--- src/rtl/dsp_pkg.sv ---
// ---------------------------------------------------------------------------
// dsp_pkg
// Shared definitions for the FB42 DSP MAC sequencer.
//   - DSP mode encodings (half / mixed / full; 2'b11 is not a legal mode)
//   - sequencer FSM state encoding
//   - helper that classifies a job descriptor as illegal
// ---------------------------------------------------------------------------
package dsp_pkg;

    localparam logic [1:0] MODE_HALF  = 2'b00;
    localparam logic [1:0] MODE_MIXED = 2'b01;
    localparam logic [1:0] MODE_FULL  = 2'b10;

    typedef enum logic [1:0] {
        IDLE  = 2'd0,
        ISSUE = 2'd1,
        DRAIN = 2'd2,
        DONE  = 2'd3
    } state_t;

    // A job is rejected (answered with an error, no DSP traffic) when its
    // mode is not one of the three DSP modes or it carries no terms.
    function automatic logic job_is_illegal(input logic [1:0] mode,
                                            input logic       len_zero);
        logic mode_ok;
        mode_ok = (mode == MODE_HALF) || (mode == MODE_MIXED) || (mode == MODE_FULL);
        return !mode_ok || len_zero;
    endfunction

endpackage

--- src/rtl/dsp_pending_counter.sv ---
// ---------------------------------------------------------------------------
// dsp_pending_counter
// Up/down counter of DSP operations in flight.
// Ports:
//   clk, rst_n  clock, asynchronous active-low reset
//   clr         synchronous clear (new job), highest priority
//   inc         one start issued this cycle
//   dec         one result pulse returned this cycle
//   count       current number of outstanding operations
//   zero_pulse  high in the cycle whose update takes count from 1 to 0
// A simultaneous inc and dec leaves the count unchanged. A dec with nothing
// outstanding is dropped so the counter never wraps.
// ---------------------------------------------------------------------------
module dsp_pending_counter #(
    parameter int W = 9
) (
    input  logic         clk,
    input  logic         rst_n,
    input  logic         clr,
    input  logic         inc,
    input  logic         dec,
    output logic [W-1:0] count,
    output logic         zero_pulse
);

    logic dec_ok;

    assign dec_ok     = dec && (count != '0);
    assign zero_pulse = dec_ok && !inc && (count == W'(1));

    always_ff @(posedge clk or negedge rst_n) begin
        if (!rst_n) begin
            count <= '0;
        end else if (clr) begin
            count <= '0;
        end else if (inc && !dec_ok) begin
            count <= count + 1'b1;
        end else if (dec_ok && !inc) begin
            count <= count - 1'b1;
        end
    end

endmodule

--- src/rtl/dsp_mac_sequencer.sv ---
// ---------------------------------------------------------------------------
// dsp_mac_sequencer
// Initiator-side driver for the FB42 DSP MAC slice. Takes a job descriptor
// and a stream of operand pairs, issues one DSP start per cycle while the job
// is active, counts returning compare_res pulses and hands the final
// accumulator value out on a result port.
//
// Ports:
//   clk, rst_n                      clock, asynchronous active-low reset
//   job_*                           job descriptor (valid/ready)
//   op_valid/op_ready/op_a/op_b     operand stream (valid/ready)
//   dsp_*  (outputs)                registered DSP controls and operands
//   dsp_compare_res, dsp_out        DSP result pulse and value
//   res_valid/res_ready/res_data/res_err   result port (valid/ready)
//   dbg_state                       current FSM state (dsp_pkg::state_t)
//
// Handshakes: every channel transfers on a rising clk edge where valid and
// ready are both high. A producer holds valid and its payload stable until
// that edge; ready may depend combinationally on valid (op_ready does).
// job_ready is only raised in IDLE with no result outstanding; res_valid is
// held with stable res_data/res_err until res_ready is seen.
// ---------------------------------------------------------------------------
import dsp_pkg::*;

module dsp_mac_sequencer #(
    parameter int WIDTH         = 16,
    parameter int SHIFT_BITS    = 2,
    parameter int PIPELINE_BITS = 3,
    parameter int LEN_BITS      = 8,
    parameter int TIMEOUT       = 64
) (
    input  logic                     clk,
    input  logic                     rst_n,

    input  logic                     job_valid,
    output logic                     job_ready,
    input  logic [1:0]               job_mode,
    input  logic [LEN_BITS-1:0]      job_len,
    input  logic [2*WIDTH-1:0]       job_bias,
    input  logic                     job_shift_en,
    input  logic                     job_shift_dir,
    input  logic [SHIFT_BITS-1:0]    job_shift_amt,
    input  logic [PIPELINE_BITS-1:0] job_pipe,

    input  logic                     op_valid,
    output logic                     op_ready,
    input  logic [WIDTH-1:0]         op_a,
    input  logic [WIDTH-1:0]         op_b,

    output logic                     dsp_start,
    output logic                     dsp_mac,
    output logic                     dsp_shift_enable,
    output logic                     dsp_shift_dir,
    output logic [1:0]               dsp_mode,
    output logic [SHIFT_BITS-1:0]    dsp_shift_amount,
    output logic [PIPELINE_BITS-1:0] dsp_pipe_stages,
    output logic [WIDTH-1:0]         dsp_aa,
    output logic [WIDTH-1:0]         dsp_bb,
    output logic [2*WIDTH-1:0]       dsp_cc,
    input  logic                     dsp_compare_res,
    input  logic [2*WIDTH-1:0]       dsp_out,

    output logic                     res_valid,
    input  logic                     res_ready,
    output logic [2*WIDTH-1:0]       res_data,
    output logic                     res_err,

    output logic [1:0]               dbg_state
);

    localparam int WD_W = $clog2(TIMEOUT + 1);

    state_t              state, state_nx;
    logic [LEN_BITS-1:0] remaining;
    logic [LEN_BITS:0]   pending;
    logic [WD_W-1:0]     wd_cnt;
    logic                err;

    logic                accept;
    logic                illegal;
    logic                op_fire;
    logic                bubble;
    logic                finish_ok;
    logic                finish_to;
    logic                pend_inc;
    logic                pend_dec;
    logic                pend_zero;

    assign dbg_state = state;
    assign illegal   = job_is_illegal(job_mode, job_len == '0);

    // Every ISSUE cycle registers a start. Pulses outside ISSUE/DRAIN belong
    // to nothing we are waiting for and are ignored.
    assign pend_inc = (state == ISSUE);
    assign pend_dec = dsp_compare_res && ((state == ISSUE) || (state == DRAIN));

    dsp_pending_counter #(
        .W (LEN_BITS + 1)
    ) u_pending (
        .clk        (clk),
        .rst_n      (rst_n),
        .clr        (accept),
        .inc        (pend_inc),
        .dec        (pend_dec),
        .count      (pending),
        .zero_pulse (pend_zero)
    );

    // -----------------------------------------------------------------------
    // FSM: state register
    // -----------------------------------------------------------------------
    always_ff @(posedge clk or negedge rst_n) begin
        if (!rst_n) begin
            state <= IDLE;
        end else begin
            state <= state_nx;
        end
    end

    // -----------------------------------------------------------------------
    // FSM: next state and handshake strobes
    // -----------------------------------------------------------------------
    always_comb begin
        state_nx  = state;
        job_ready = 1'b0;
        op_ready  = 1'b0;
        accept    = 1'b0;
        op_fire   = 1'b0;
        bubble    = 1'b0;
        finish_ok = 1'b0;
        finish_to = 1'b0;
        case (state)
            IDLE: begin
                if (job_valid && !res_valid) begin
                    job_ready = 1'b1;
                    accept    = 1'b1;
                    state_nx  = illegal ? DONE : ISSUE;
                end
            end
            ISSUE: begin
                op_ready = op_valid;
                op_fire  = op_valid;
                bubble   = !op_valid;
                if (op_valid && (remaining == LEN_BITS'(1))) begin
                    state_nx = DRAIN;
                end
            end
            DRAIN: begin
                // The last start is counted on the DRAIN entry edge, so an
                // empty counter here can only mean everything has returned.
                if (pend_zero || (pending == '0)) begin
                    finish_ok = 1'b1;
                    state_nx  = DONE;
                end else if (wd_cnt == WD_W'(TIMEOUT - 1)) begin
                    finish_to = 1'b1;
                    state_nx  = DONE;
                end
            end
            DONE: begin
                if (res_ready) begin
                    state_nx = IDLE;
                end
            end
            default: state_nx = IDLE;
        endcase
    end

    // -----------------------------------------------------------------------
    // Datapath: DSP-facing registers, job bookkeeping, result port
    // -----------------------------------------------------------------------
    always_ff @(posedge clk or negedge rst_n) begin
        if (!rst_n) begin
            dsp_start        <= 1'b0;
            dsp_mac          <= 1'b0;
            dsp_shift_enable <= 1'b0;
            dsp_shift_dir    <= 1'b0;
            dsp_mode         <= '0;
            dsp_shift_amount <= '0;
            dsp_pipe_stages  <= '0;
            dsp_aa           <= '0;
            dsp_bb           <= '0;
            dsp_cc           <= '0;
            res_valid        <= 1'b0;
            res_data         <= '0;
            res_err          <= 1'b0;
            remaining        <= '0;
            wd_cnt           <= '0;
            err              <= 1'b0;
        end else begin
            case (state)
                IDLE: begin
                    // mac low between jobs forces the DSP to reload cc on
                    // the first start of the next job.
                    dsp_start <= 1'b0;
                    dsp_mac   <= 1'b0;
                    dsp_aa    <= '0;
                    dsp_bb    <= '0;
                    if (accept) begin
                        remaining <= job_len;
                        wd_cnt    <= '0;
                        err       <= 1'b0;
                        if (illegal) begin
                            res_valid <= 1'b1;
                            res_data  <= '0;
                            res_err   <= 1'b1;
                        end else begin
                            dsp_mode         <= job_mode;
                            dsp_cc           <= job_bias;
                            dsp_shift_enable <= job_shift_en;
                            dsp_shift_dir    <= job_shift_dir;
                            dsp_shift_amount <= job_shift_amt;
                            dsp_pipe_stages  <= job_pipe;
                        end
                    end
                end
                ISSUE: begin
                    // A bubble still starts the DSP with a zero product, which
                    // leaves the sum untouched but would re-apply a shift.
                    dsp_start <= 1'b1;
                    dsp_mac   <= 1'b1;
                    wd_cnt    <= '0;
                    dsp_aa    <= op_fire ? op_a : '0;
                    dsp_bb    <= op_fire ? op_b : '0;
                    if (op_fire) begin
                        remaining <= remaining - 1'b1;
                    end
                    if (bubble && dsp_shift_enable) begin
                        err <= 1'b1;
                    end
                end
                DRAIN: begin
                    dsp_start <= 1'b0;
                    dsp_mac   <= 1'b0;
                    dsp_aa    <= '0;
                    dsp_bb    <= '0;
                    wd_cnt    <= wd_cnt + 1'b1;
                    if (finish_ok) begin
                        res_valid <= 1'b1;
                        res_data  <= dsp_out;
                        res_err   <= err;
                    end else if (finish_to) begin
                        res_valid <= 1'b1;
                        res_data  <= dsp_out;
                        res_err   <= 1'b1;
                    end
                end
                DONE: begin
                    dsp_start <= 1'b0;
                    dsp_mac   <= 1'b0;
                    if (res_ready) begin
                        res_valid <= 1'b0;
                        res_err   <= 1'b0;
                    end
                end
                default: begin
                    dsp_start <= 1'b0;
                    dsp_mac   <= 1'b0;
                end
            endcase
        end
    end

endmodule
--- config.mk ---
export PLATFORM = sky130hd
export DESIGN_NAME = dsp_mac_sequencer
export DESIGN_NICKNAME = d
export VERILOG_FILES = /design/src/rtl/dsp_pkg.sv /design/src/rtl/dsp_pending_counter.sv /design/src/rtl/dsp_mac_sequencer.sv
export SDC_FILE = /design/constraint.sdc
export NUM_CORES = 1
export LEC_CHECK = 0
export BUFFER_PORTS_ARGS = -buffer_cell sky130_fd_sc_hd__buf_2
export CORE_MARGIN = 2
export CORE_UTILIZATION = 49
export DETAILED_ROUTE_END_ITERATION = 10
export GPL_ROUTABILITY_DRIVEN = 0
export GPL_TIMING_DRIVEN = 0
export PLACE_DENSITY_LB_ADDON = 0.2
export SLEW_MARGIN = 10
export SYNTH_ARGS = -nofsm -noshare
export SYNTH_HDL_FRONTEND = slang
export SYNTH_SLANG_ARGS = --single-unit
--- constraint.sdc ---
create_clock -name clk -period 2.3 [get_ports clk]
set_input_delay 0.575 -clock clk [delete_from_list [all_inputs] [get_ports clk]]
set_output_delay 0.575 -clock clk [all_outputs]
set_load 0.1 [all_outputs]
### After elaboration in Yosys (flattened, before gate mapping)

Index checks and enable logic that the tools add are counted.

* multiplexer cells: 45
* eq/ne operators: 17
* reduce and logical (&&, ||, !) cells: 38
* add/subtract/negate cells: 4
* bitwise logic cells: 1

Operator list (number)
* 32-bit two-way mux: 4
* 16-bit one-hot mux with 2 select lines: 2
* 32-bit one-hot mux with 2 select lines: 1
* 16-bit two-way mux: 2
* 9-bit two-way mux: 3
* 7-bit one-hot mux with 3 select lines: 1
* 1-bit two-way mux: 17
* 8-bit two-way mux: 2
* 8-bit one-hot mux with 2 select lines: 1
* 2-bit != test, second input constant: 7
* 2-bit two-way mux: 6
* 9-bit by 1-bit adder with 9-bit output, second input constant: 1
* 9-bit by 1-bit equality test with 1-bit output, second input constant: 1
* 9-bit logical NOT: 1
* 3-bit AND reduction: 3
* 3-bit nonzero test: 3
* 9-bit nonzero test: 1
* 9-bit by 1-bit subtractor with 9-bit output, second input constant: 1
* 8-bit by 1-bit equality test with 1-bit output, second input constant: 1
* 1-bit logical AND: 8
* 8-bit logical NOT: 1
* 2-bit one-hot mux with 4 select lines: 1
* 4-bit AND reduction: 2
* 8-bit by 1-bit subtractor with 8-bit output, second input constant: 1
* 18 further kinds: 34

* output and inout port bits: 113
* word-level logic and storage cells: 122
* bits of input ports: 119
* bits in registers: 135

### Longest topological paths before layout

Gate-level depths: netlist (run 1).

* depth in word-level cells: 12
* gate-level depth with buffers: 9
* depth with buffers taken out: 8

### Cells and area by module

Synthesis (run 1) repeated with hierarchy kept, for this count alone.

* cell total of the unflattened synthesis: 530
* area, all modules: 6142.1 um2

By module, submodules not included
* dsp_mac_sequencer: times used 1, sequential area each 3153.0 um2, cells each 450, area each 5417.7 um2
* dsp_pending_counter: times used 1, sequential area each 225.2 um2, cells each 80, area each 724.4 um2

### Worst setup path before layout (run 1)

No wires, ideal clock.

* path kind: register to register
* from: register state[0] (netlist: dbg_state[0])
* to: register u_pending.count[7]
* library setup time: 79 ps
* buffers on the path: 1
* cell stages (with the launch flop): 9
* required time: 2221 ps
* clock period less this slack: 3252 ps
* arrival time: 3172 ps
* slack: -952 ps
* cells stage by stage: dfrtp_1 -> inv_1 -> ha_1 -> nand3b_1 -> inv_1 -> clkbuf_1 -> o21ai_1 -> a22oi_1 -> mux2i_1

* elaborated cells on any way between the ends: 14
* classes of those cells: eq/ne: 2; mux: 3; reduce/logical: 9

RTL lines
* from (decl): line dsp_mac_sequencer.sv:73 `state_t state, state_nx;`
* from (signal assigned): line dsp_mac_sequencer.sv:116 `state <= state_nx;`
* 2-bit logical NOT *
* 1-bit two-way mux *
* named net job_ready: line dsp_mac_sequencer.sv:36 `output logic job_ready,`
* 3-bit nonzero test (no source line) / 9-bit two-way mux (equally long branches)
* to (signal assigned): line dsp_pending_counter.sv:37 `count <= count + 1'b1;`
* to (signal assigned): line dsp_pending_counter.sv:39 `count <= count - 1'b1;`
* to (decl): line dsp_pending_counter.sv:22 `output logic [W-1:0] count,`

The timed path passes the listed nets; every way through them passes the cells marked *.
A chain may end at the register's enable or synchronous reset.

### Worst setup path after layout (run 1)

* from: register state[1] (netlist: dbg_state[1])
* to: register state[1] (netlist: dbg_state[1])

* longest elaborated chain between the ends: 9
* elaborated cells on any way between the ends: 18
* classes of those cells: eq/ne: 7; mux: 2; reduce/logical: 9

Ends and longest elaborated chain
* 2-bit by 1-bit equality test with 1-bit output *: line dsp_mac_sequencer.sv:94 `assign pend_inc = (state == ISSUE);`
* named net pend_inc: line dsp_mac_sequencer.sv:85 `logic pend_inc;`
* 1-bit logical OR: line dsp_mac_sequencer.sv:95 `assign pend_dec = dsp_compare_res && ((state == ISSUE) || (state == DRAIN));`
* 1-bit logical AND: line dsp_mac_sequencer.sv:95
* 1-bit logical AND: line dsp_pending_counter.sv:28 `assign dec_ok = dec && (count != '0);`
* 1-bit logical AND (2 in series): line dsp_pending_counter.sv:29 `assign zero_pulse = dec_ok && !inc && (count == W'(1));`
* 1-bit logical OR: line dsp_mac_sequencer.sv:151 `if (pend_zero || (pending == '0)) begin`
* 3-bit by 1-bit != test with 1-bit output (no source line) / 2-bit two-way mux (equally long branches)
* 4-bit AND reduction (no source line) / 2-bit one-hot mux with 4 select lines (equally long branches)

Marks and branches as above.

==> qor.yml, run 1 <==
clock_network:
  cts_buffers: 17
  clk_latency_ns: 0.41
  cts-htree-levels: 4
  cts_hold_buf: 0
  cts_tree: "done"
  root_buffer: "clkbuf_16"
  cts.clk_slew.worst_paths_ns: 0.05
  clock_path_buffers: 2
  cts.sinks: 135
critical_path:
  cp_num_buf_inv: 2
  setup.worst_path.end: "dbg_state[1]"
  cp-startpoint: "dbg_state[1]"
  worst-path-stages: 8
  cp_top_family: "compound AO/OA/AOI/OAI gates"
  critPathMaxFanout: 5
  cp.required_ns: 2.59
  crit_slowest_cell: "dfrtp_4"
  path_class: "reg -> reg"
  worst_setup_path_start_kind: "register"
  r2r_end: "dbg_state[1]"
  crit_path_end_kind: "register"
  critPathMaxStageDelay_ns: 0.51
  r2r_setup_slack_ns: -0.04
  r2r-start: "dbg_state[1]"
  critical_path_arrival_ns: 2.63
  cp_cell_sequence: "inv_4 > ha_2 > and4b_1 > o211ai_1 > o211a_1 > buf_4 > a211o_1 > mux2_4"
  r2r_cells: 8
sta:
  setup_slack_ns: -0.04142
  tightest_slew_ns: 0.7609
  drv_slew: 0
  max_freq_ghz: 0.4271
  slew_headroom_pct: 49.28
  setup_violations: 2
  hold_viol: 0
  fin_crit_sh_pct: 101.8
  grt_setup_unrepaired: "true"
  period_minus_slack_ns: 2.341
  finalClockSkew_ns: 0.01248
global_routing:
  grt_pass1_wl_um: 26480
  track_usage_pct: 25.84
  grt_pass1_vias: 5287
  grt-ovfl-total: 0
  antenna_found_initial: 1
  grt_start_max_net_pins: 77
detailed_routing:
  detail-route-antenna-nets: 0
  drtIter0Drc: 419
  routed_wirelength_um: 16930
  via_count: 5364
  post_drt_wl_per_cell_um: 17.21
  drcViolationCount: 0
  detail_route.first_pass.iterations: 7
  via_per_inst: 5.451
job:
  cap_violations: 0
synthesis:
  synthArstFlopShare_pct: 100.0
  synth.avg_cell_area_um2: 11.22
  syn-cell-area_um2: 6072
  yosys_most_used_dff: "dfrtp_1"
  yosysSeqAreaShare_pct: 55.64
  mappedNetlistNets: 672
  synth_cell_types: 50
  ys_warn_count: 0
  synth-seq-cells: 135
  netlist_instances: 541
  synth-edff-count: 0
floorplan:
  rows: 40
  dieArea_um2: 13300
  core_um2: 12060
  initial_utilization_pct: 50.34
  fp.dieH_um: 115.3
  io_pins: 232
  die_x_um: 115.3
placement:
  placed_cells: 941
  portBuffers: 231
  dp_hpwl_um: 12130
layout:
  layout-drive-gt1-share_pct: 43.80
  area_growth_pct: 36.51
  final-instance-count-excl-fill: 984
  nFillCells: 902
  layout.nets: 934
worst_hold_path:
  hp-class: "in -> async"
outcome:
  status: "complete, but fails checks"
  violations: "negative setup slack"
stage by stage:
stage	cell area (um2)	hold WS [ns]	utilization [%]	setup slack, ns	TNS (ns)
5_1_grt	8289	0.1572	68.72	-0.09992	-0.5166
4_1_cts	8195	0.1459	67.95	-0.03698	-0.03698
3_3_place_gp	7450	0.4849	61.76	-1.548	-168.81
6_report	8289	0.1337	68.72	-0.04142	-0.05663
2_1_floorplan	6083	0.2794	-	0.06006	0
3_5_place_dp	7483	0.4907	62.04	-0.2858	-21.75
logic make-up (layout without fill, tap and decap cells):
kind of cell               Yosys count  in the layout  synth area share [%]
xor gates and xnor gates             6              6                0.8654
DFF                                135            135                 55.64
other                                0              1                     0
AOI/OAI and AO/OA                  156            156                 17.82
muxes                               53             53                 9.664
and+or+nand+nor                    126            126                 9.994
adders and majority gates           12             12                 2.473
buffers and inverters               53            327                 3.544
synth_stat cells (all sizes together), types with 2 or more instances:
master  count  area share (%)
nor4        8             1.2
dfrtp     135              56
nand2b      7            0.72
a211oi      2            0.25
xor2        2            0.29
a211o       3            0.43
o31ai      34             4.2
clkbuf     27             1.7
a21o        3            0.37
a31oi       2            0.21
nor3       13             1.1
o211a       2            0.33
o21ai      43             3.5
inv        14            0.87
a22oi       4            0.49
xnor2       4            0.58
a22o       36             5.2
nor2b       2            0.21
buf        12             1.0
nand2      56             3.5
ha         12             2.5
nand3       6            0.49
mux2i      11             1.8
nor2       23             1.5
mux2       42             7.9
a21oi      18             1.5
nand4       3            0.31
o22ai       2            0.21
routing by layer:
metal | track usage (%) | part of all wire (%)
met5 | 0 | 0
met1 | 30.43 | 39
met3 | 8.118 | 7.1
met4 | 10.52 | 1.9
met2 | 43.94 | 52
how the worst min path moves through the flow:
stage | from | endpoint | slack, ns
finish | rst_n | u_pending.count[2] | 0.13
detailed placement | dsp_cc[4] | dsp_cc[4] | 0.49
global placement | res_data[10] | res_data[10] | 0.48
floorplan | rst_n | dsp_aa[0] | 0.28
global route | rst_n | u_pending.count[2] | 0.16
CTS | rst_n | u_pending.count[2] | 0.15
state kept, by name, indices dropped and copies added, names as in the netlist:
| signal | count |
|---|---|
| u_pending.count | 9 |
| dsp_shift_dir | 1 |
| wd_cnt | 7 |
| dsp_mode | 2 |
| dsp_pipe_stages | 3 |
| dsp_bb | 16 |
| dsp_shift_amount | 2 |
| res_valid | 1 |
| res_err | 1 |
| err | 1 |
| dsp_cc | 32 |
| dsp_aa | 16 |
| dsp_mac | 1 |
| res_data | 32 |
| dbg_state | 2 |
| remaining | 8 |
| dsp_shift_enable | 1 |
placed cells by master (no fill, tap or decap), drive strengths merged, types with 3 or more instances in the layout:
cell type / n
o21ai: 43
mux2: 42
clkinv: 5
a21oi: 18
buf: 254
o31ai: 34
xnor2: 4
a22oi: 4
a211o: 3
dfrtp: 135
inv: 14
nand4: 3
nand2: 56
nor4: 8
a22o: 36
nand3: 6
nor3: 13
ha: 12
nor2: 23
nand2b: 7
a21o: 3
mux2i: 11
clkbuf: 51
repair_timing:
| action | in CTS | in global routing |
|---|---|---|
| hold endpoints to repair | 0 | 0 |
| setup buffers | 3 | 8 |
| resized for setup | 29 | 27 |
| pin swaps | 2 | 5 |
| endpoints found under the setup margin | 111 | 100 |
area by class of cell:
type	count	area (um2)	share of cell area [%]
multi-input cells	353	2525	30.46
diodes	1	2.502	0.03019
inverters	14	57.56	0.6943
plain buffers	39	212.7	2.566
flip-flops and latches	135	3387	40.86
well taps	168	210.2	2.536
repair buffers	243	1310	15.80
clock inverters	8	96.34	1.162
clock buffers	23	488.0	5.887
Power of run 1 is not shown: default switching activity piles up to over one toggle a cycle in this logic, so the estimate is an artifact.
==> run 2, diff against run 1 <==
- CORE_UTILIZATION: 49 -> 30
==> run 2 against run 1 <==
- the run now ends clean
- non-clock buffer count is 11 higher
- hold slack worse by 0.12 ns
- first-iteration DRC count is 53% lower
- critical path type is now reg -> out
- cell count is 11% higher
==> qor.yml, run 2 (synthesized netlist as in run 1, its figures left out) <==
outcome:
  status: "complete, no violations"
detailed_routing:
  via_count: 5198
  via_per_inst: 4.738
  met2WireLength_um: 8620
  wl_met3_um: 1020
  drcViolationCount: 0
  detail-route-antenna-nets: 0
  routed.top_layer: "met4"
  routed_wirelength_um: 17580
  post_drt_wl_per_cell_um: 16.02
  drt-met1-wl_um: 7624
  drtIter0Drc: 195
  detail_route.first_pass.iterations: 4
floorplan:
  io_pins: 232
  die_x_um: 146.3
  dieArea_um2: 21390
  core_um2: 20040
  rows: 52
  initial_utilization_pct: 30.30
  fp.dieH_um: 146.3
critical_path:
  worst_setup_path_start_kind: "register"
  path_class: "reg -> out"
  critPathMaxStageDelay_ns: 0.51
  r2r_cells: 8
  crit_path_end_kind: "primary output"
  r2r-start: "dbg_state[1]"
  cp_cell_sequence: "inv_4 > ha_4 > nand3b_1 > inv_2 > clkbuf_16 > buf_16"
  crit_slowest_cell: "dfrtp_4"
  cp-startpoint: "dbg_state[1]"
  r2r_setup_slack_ns: 0.07
  critPathMaxFanout: 5
  cp.required_ns: 1.73
  critical_path_arrival_ns: 1.71
  r2r_end: "dbg_state[1]"
  setup.worst_path.end: "job_ready"
sta:
  slew_headroom_pct: 43.35
  period_minus_slack_ns: 2.287
  finalClockSkew_ns: 0.01317
  max_freq_ghz: 0.4372
  tightest_slew_ns: 0.8497
  grt_setup_unrepaired: "true"
  hold_ws_ns: 0.01829
  hold_viol: 0
  drv_slew: 0
  setup_violations: 0
  fin_crit_sh_pct: 99.44
layout:
  layout.nets: 945
  finish.instance_area_um2: 8539
  layout_commonest_cell: "buf_2"
  layout-drive-gt1-share_pct: 44.98
  nFillCells: 2062
  n_antenna_cell: 0
  final_cell_mix: "buf_2, dfrtp_1, nand2_1, o21ai_0, mux2_2"
  final-instance-count-excl-fill: 1097
  area_growth_pct: 40.63
  reg_top3: "dsp_cc x32, res_data x32"
  multi_input_area_um2: 2549
  ff_latch_area_um2: 3387
clock_network:
  clock_path_buffers: 2
  clk_latency_ns: 0.42
  cts_buffers: 17
  cts_tree: "done"
  root_buffer: "clkbuf_16"
  cts.clk_slew.worst_paths_ns: 0.06
  cts-htree-levels: 4
  cts.sinks: 135
  cts_hold_buf: 0
placement:
  portBuffers: 231
  dp_hpwl_um: 12430
  dpl_cell_area_um2: 7615
  placed_cells: 1043
global_routing:
  grt_pass1_vias: 5307
  grt-ovfl-total: 0
  grt_pass1_wl_um: 28430
  track_usage_pct: 16.52
  antenna_found_initial: 0
  grt_start_max_net_pins: 101
job:
  cap_violations: 0
worst_hold_path:
  hp-class: "in -> async"
-- run 2: cell count changes in the layout (fill, tap and decap cells not counted), sizes merged --
| cell | change |
|---|---|
| diode | -1 |
| clkinvlp | +1 |
| clkinv | -2 |
| clkbuf | -7 |
| inv | +7 |
| buf | +13 |
-- run 2: metal layers --
metal  global-route usage, %  up-vias
li1                        -     2516
met1                   20.93     2517
met2                   27.26      149
met3                   5.094       16
met4                   4.903        0
met5                       0        -
-- run 2: cell type report --
| class | instances | area share, % |
|---|---|---|
| Clock inverter | 14 | 1.919 |
| Sequential cell | 135 | 39.66 |
| Clock buffer | 18 | 5.026 |
| Tap cell | 270 | 3.956 |
| Inverter | 14 | 0.6740 |
| Timing Repair Buffer | 254 | 16.35 |
| Multi-Input combinational cell | 353 | 29.85 |
| Buffer | 39 | 2.564 |
-- run 2: worst min-delay path by stage --
stage / end / slack, ns / startpoint
global placement: dsp_cc[22] / 0.48 / dsp_cc[22]
floorplan: dsp_aa[0] / 0.28 / rst_n
detailed placement: res_data[20] / 0.48 / rst_n
finish: res_data[20] / 0.02 / rst_n
CTS: res_data[20] / 0.03 / rst_n
global route: res_data[20] / 0.03 / rst_n
-- run 2: timing repair --
action                     CTS  global route
pin swaps                    4             6
resized for setup           37            20
buffers inserted            14             9
setup endpoints to repair  117            64
-- run 2: stage by stage --
| stage | TNS, ns | setup slack (ns) | utilization, % |
|---|---|---|---|
| 6_report | 0 | 0.01278 | 42.61 |
| 5_1_grt | -0.4901 | -0.05653 | 42.61 |
| 3_3_place_gp | -227.37 | -1.911 | 37.81 |
| 3_5_place_dp | -36.09 | -0.4901 | 38.00 |
| 4_1_cts | -0.1460 | -0.07690 | 42.01 |
| 2_1_floorplan | 0 | 0.06006 | - |
-- run 2: worst max-delay path, delay by kind of cell (launching register included) --
kind	cells	cell delay [ns]
AND/OR/NAND/NOR	1	0.14
buffers and inverters	4	0.51
adder cells (fa/ha/maj)	1	0.14
flip-flops	1	0.51
Power of run 2 is left out for the same reason.
==> run 3, diff against run 2 <==
- CORE_ASPECT_RATIO: unset -> 0.8
- MAX_ROUTING_LAYER: unset -> met4
==> run 3 against run 2 <==
- the flow now finishes with violations (negative setup slack)
- via count grew 0.46%
- sequential share of layout area grew 0.50 points
- first-iteration DRC count grew 36%
- sequential cell count is the same
- maximum frequency shrank 0.88%
- utilization shrank 0.12 points
- largest cell class unchanged
==> qor.yml, run 3 (synthesized netlist as in run 1, its figures left out) <==
critical_path:
  crit_path_end_kind: "primary output"
  critPathMaxFanout: 9
  path_class: "reg -> out"
  r2r-start: "dbg_state[1]"
  r2r_cells: 9
  worst_setup_path_start_kind: "register"
  cp.required_ns: 1.73
  critical_path_arrival_ns: 1.73
  cp-startpoint: "dbg_state[0]"
clock_network:
  cts.sinks: 135
  root_buffer: "clkbuf_16"
  cts.clk_slew.worst_paths_ns: 0.07
  cts_buffers: 17
  cts-htree-levels: 4
  clk_latency_ns: 0.42
  clock_path_buffers: 2
  cts_tree: "done"
  cts_hold_buf: 0
sta:
  period_minus_slack_ns: 2.308
  max_freq_ghz: 0.4333
  tightest_slew_ns: 0.8657
  finalClockSkew_ns: 0.01272
  slew_headroom_pct: 42.28
  setup_slack_ns: -0.007610
  setup_violations: 1
  grt_setup_unrepaired: "true"
  fin_tns_setup_ns: -0.007610
  fin_crit_sh_pct: 100.3
  hold_viol: 0
  drv_slew: 0
layout:
  reg_top3: "dsp_cc x32, res_data x32"
  area_growth_pct: 38.94
  n_antenna_cell: 0
  layout_commonest_cell: "buf_2"
  final-instance-count-excl-fill: 1080
  multi_input_area_um2: 2536
  ff_latch_area_um2: 3388
  layout-drive-gt1-share_pct: 44.36
  nFillCells: 1988
  layout.nets: 934
  final_cell_mix: "buf_2, dfrtp_1, nand2_1, o21ai_0, mux2_2"
detailed_routing:
  routed_wirelength_um: 18160
  met2WireLength_um: 8091
  routed.top_layer: "met4"
  via_count: 5222
  post_drt_wl_per_cell_um: 16.82
  detail_route.first_pass.iterations: 4
  drcViolationCount: 0
  drt-met1-wl_um: 8323
  detail-route-antenna-nets: 0
  via_per_inst: 4.835
  drtIter0Drc: 266
  wl_met3_um: 1446
global_routing:
  antenna_found_initial: 0
  grt_start_max_net_pins: 77
  grt_pass1_wl_um: 29320
  track_usage_pct: 18.00
  grt_pass1_vias: 5302
  grt-ovfl-total: 0
floorplan:
  die_x_um: 163.1
  fp.dieH_um: 131.3
  core_um2: 19860
  dieArea_um2: 21400
  rows: 46
  initial_utilization_pct: 30.58
  io_pins: 232
outcome:
  violations: "negative setup slack"
  status: "complete, but fails checks"
job:
  cap_violations: 0
placement:
  portBuffers: 231
  dpl_worst_slack_ns: -0.3607
  dp_hpwl_um: 12950
  placed_cells: 1037
worst_hold_path:
  hp-class: "in -> async"
run 3: worst paths after layout:
kind	to	slack (ns)
max in group asynchronous	dbg_state[0]	1.42
setup reg to reg	res_data[3]	0.10
hold / removal	dsp_cc[9]	0.11
hold reg to reg	dsp_cc[11]	0.50
setup / recovery	job_ready	-0.008
min in group clk	dsp_aa[13]	0.36
run 3: cell type report:
class	count	area share, %
multi-input combinational	353	30.06
buffer	39	2.669
clock inverter	14	1.913
inverter	14	0.6822
timing repair buffer	243	15.51
clock buffer	18	5.087
sequential	135	40.16
tap	264	3.915
run 3: worst max-delay path: stages, from the launching register on:
cell	delay [ns]
dfrtp_4	0.51
inv_4	0.09
ha_4	0.14
nand3b_1	0.14
inv_2	0.11
clkbuf_16	0.16
buf_16	0.17
run 3: what timing repair did:
item / in CTS / in global routing
buffers inserted: 8 / 3
endpoints found under the setup margin: 114 / 94
pin swaps: 5 / 3
gates resized for setup: 33 / 21
run 3: stage by stage:
step	area (um2)	util [%]	hold WS, ns
floorplan	6083	-	0.2794
global placement	7570	38.12	0.4859
detailed placement	7614	38.34	0.4895
CTS	8359	42.10	0.1251
global route	8437	42.49	0.1331
finish	8437	42.49	0.1089
run 3: routing by layer:
layer	up-vias	track usage, %
met5	-	-
met4	0	5.605
met3	21	5.997
met2	185	26.44
met1	2512	23.52
li1	2504	-
Power of run 3 is left out for the same reason.
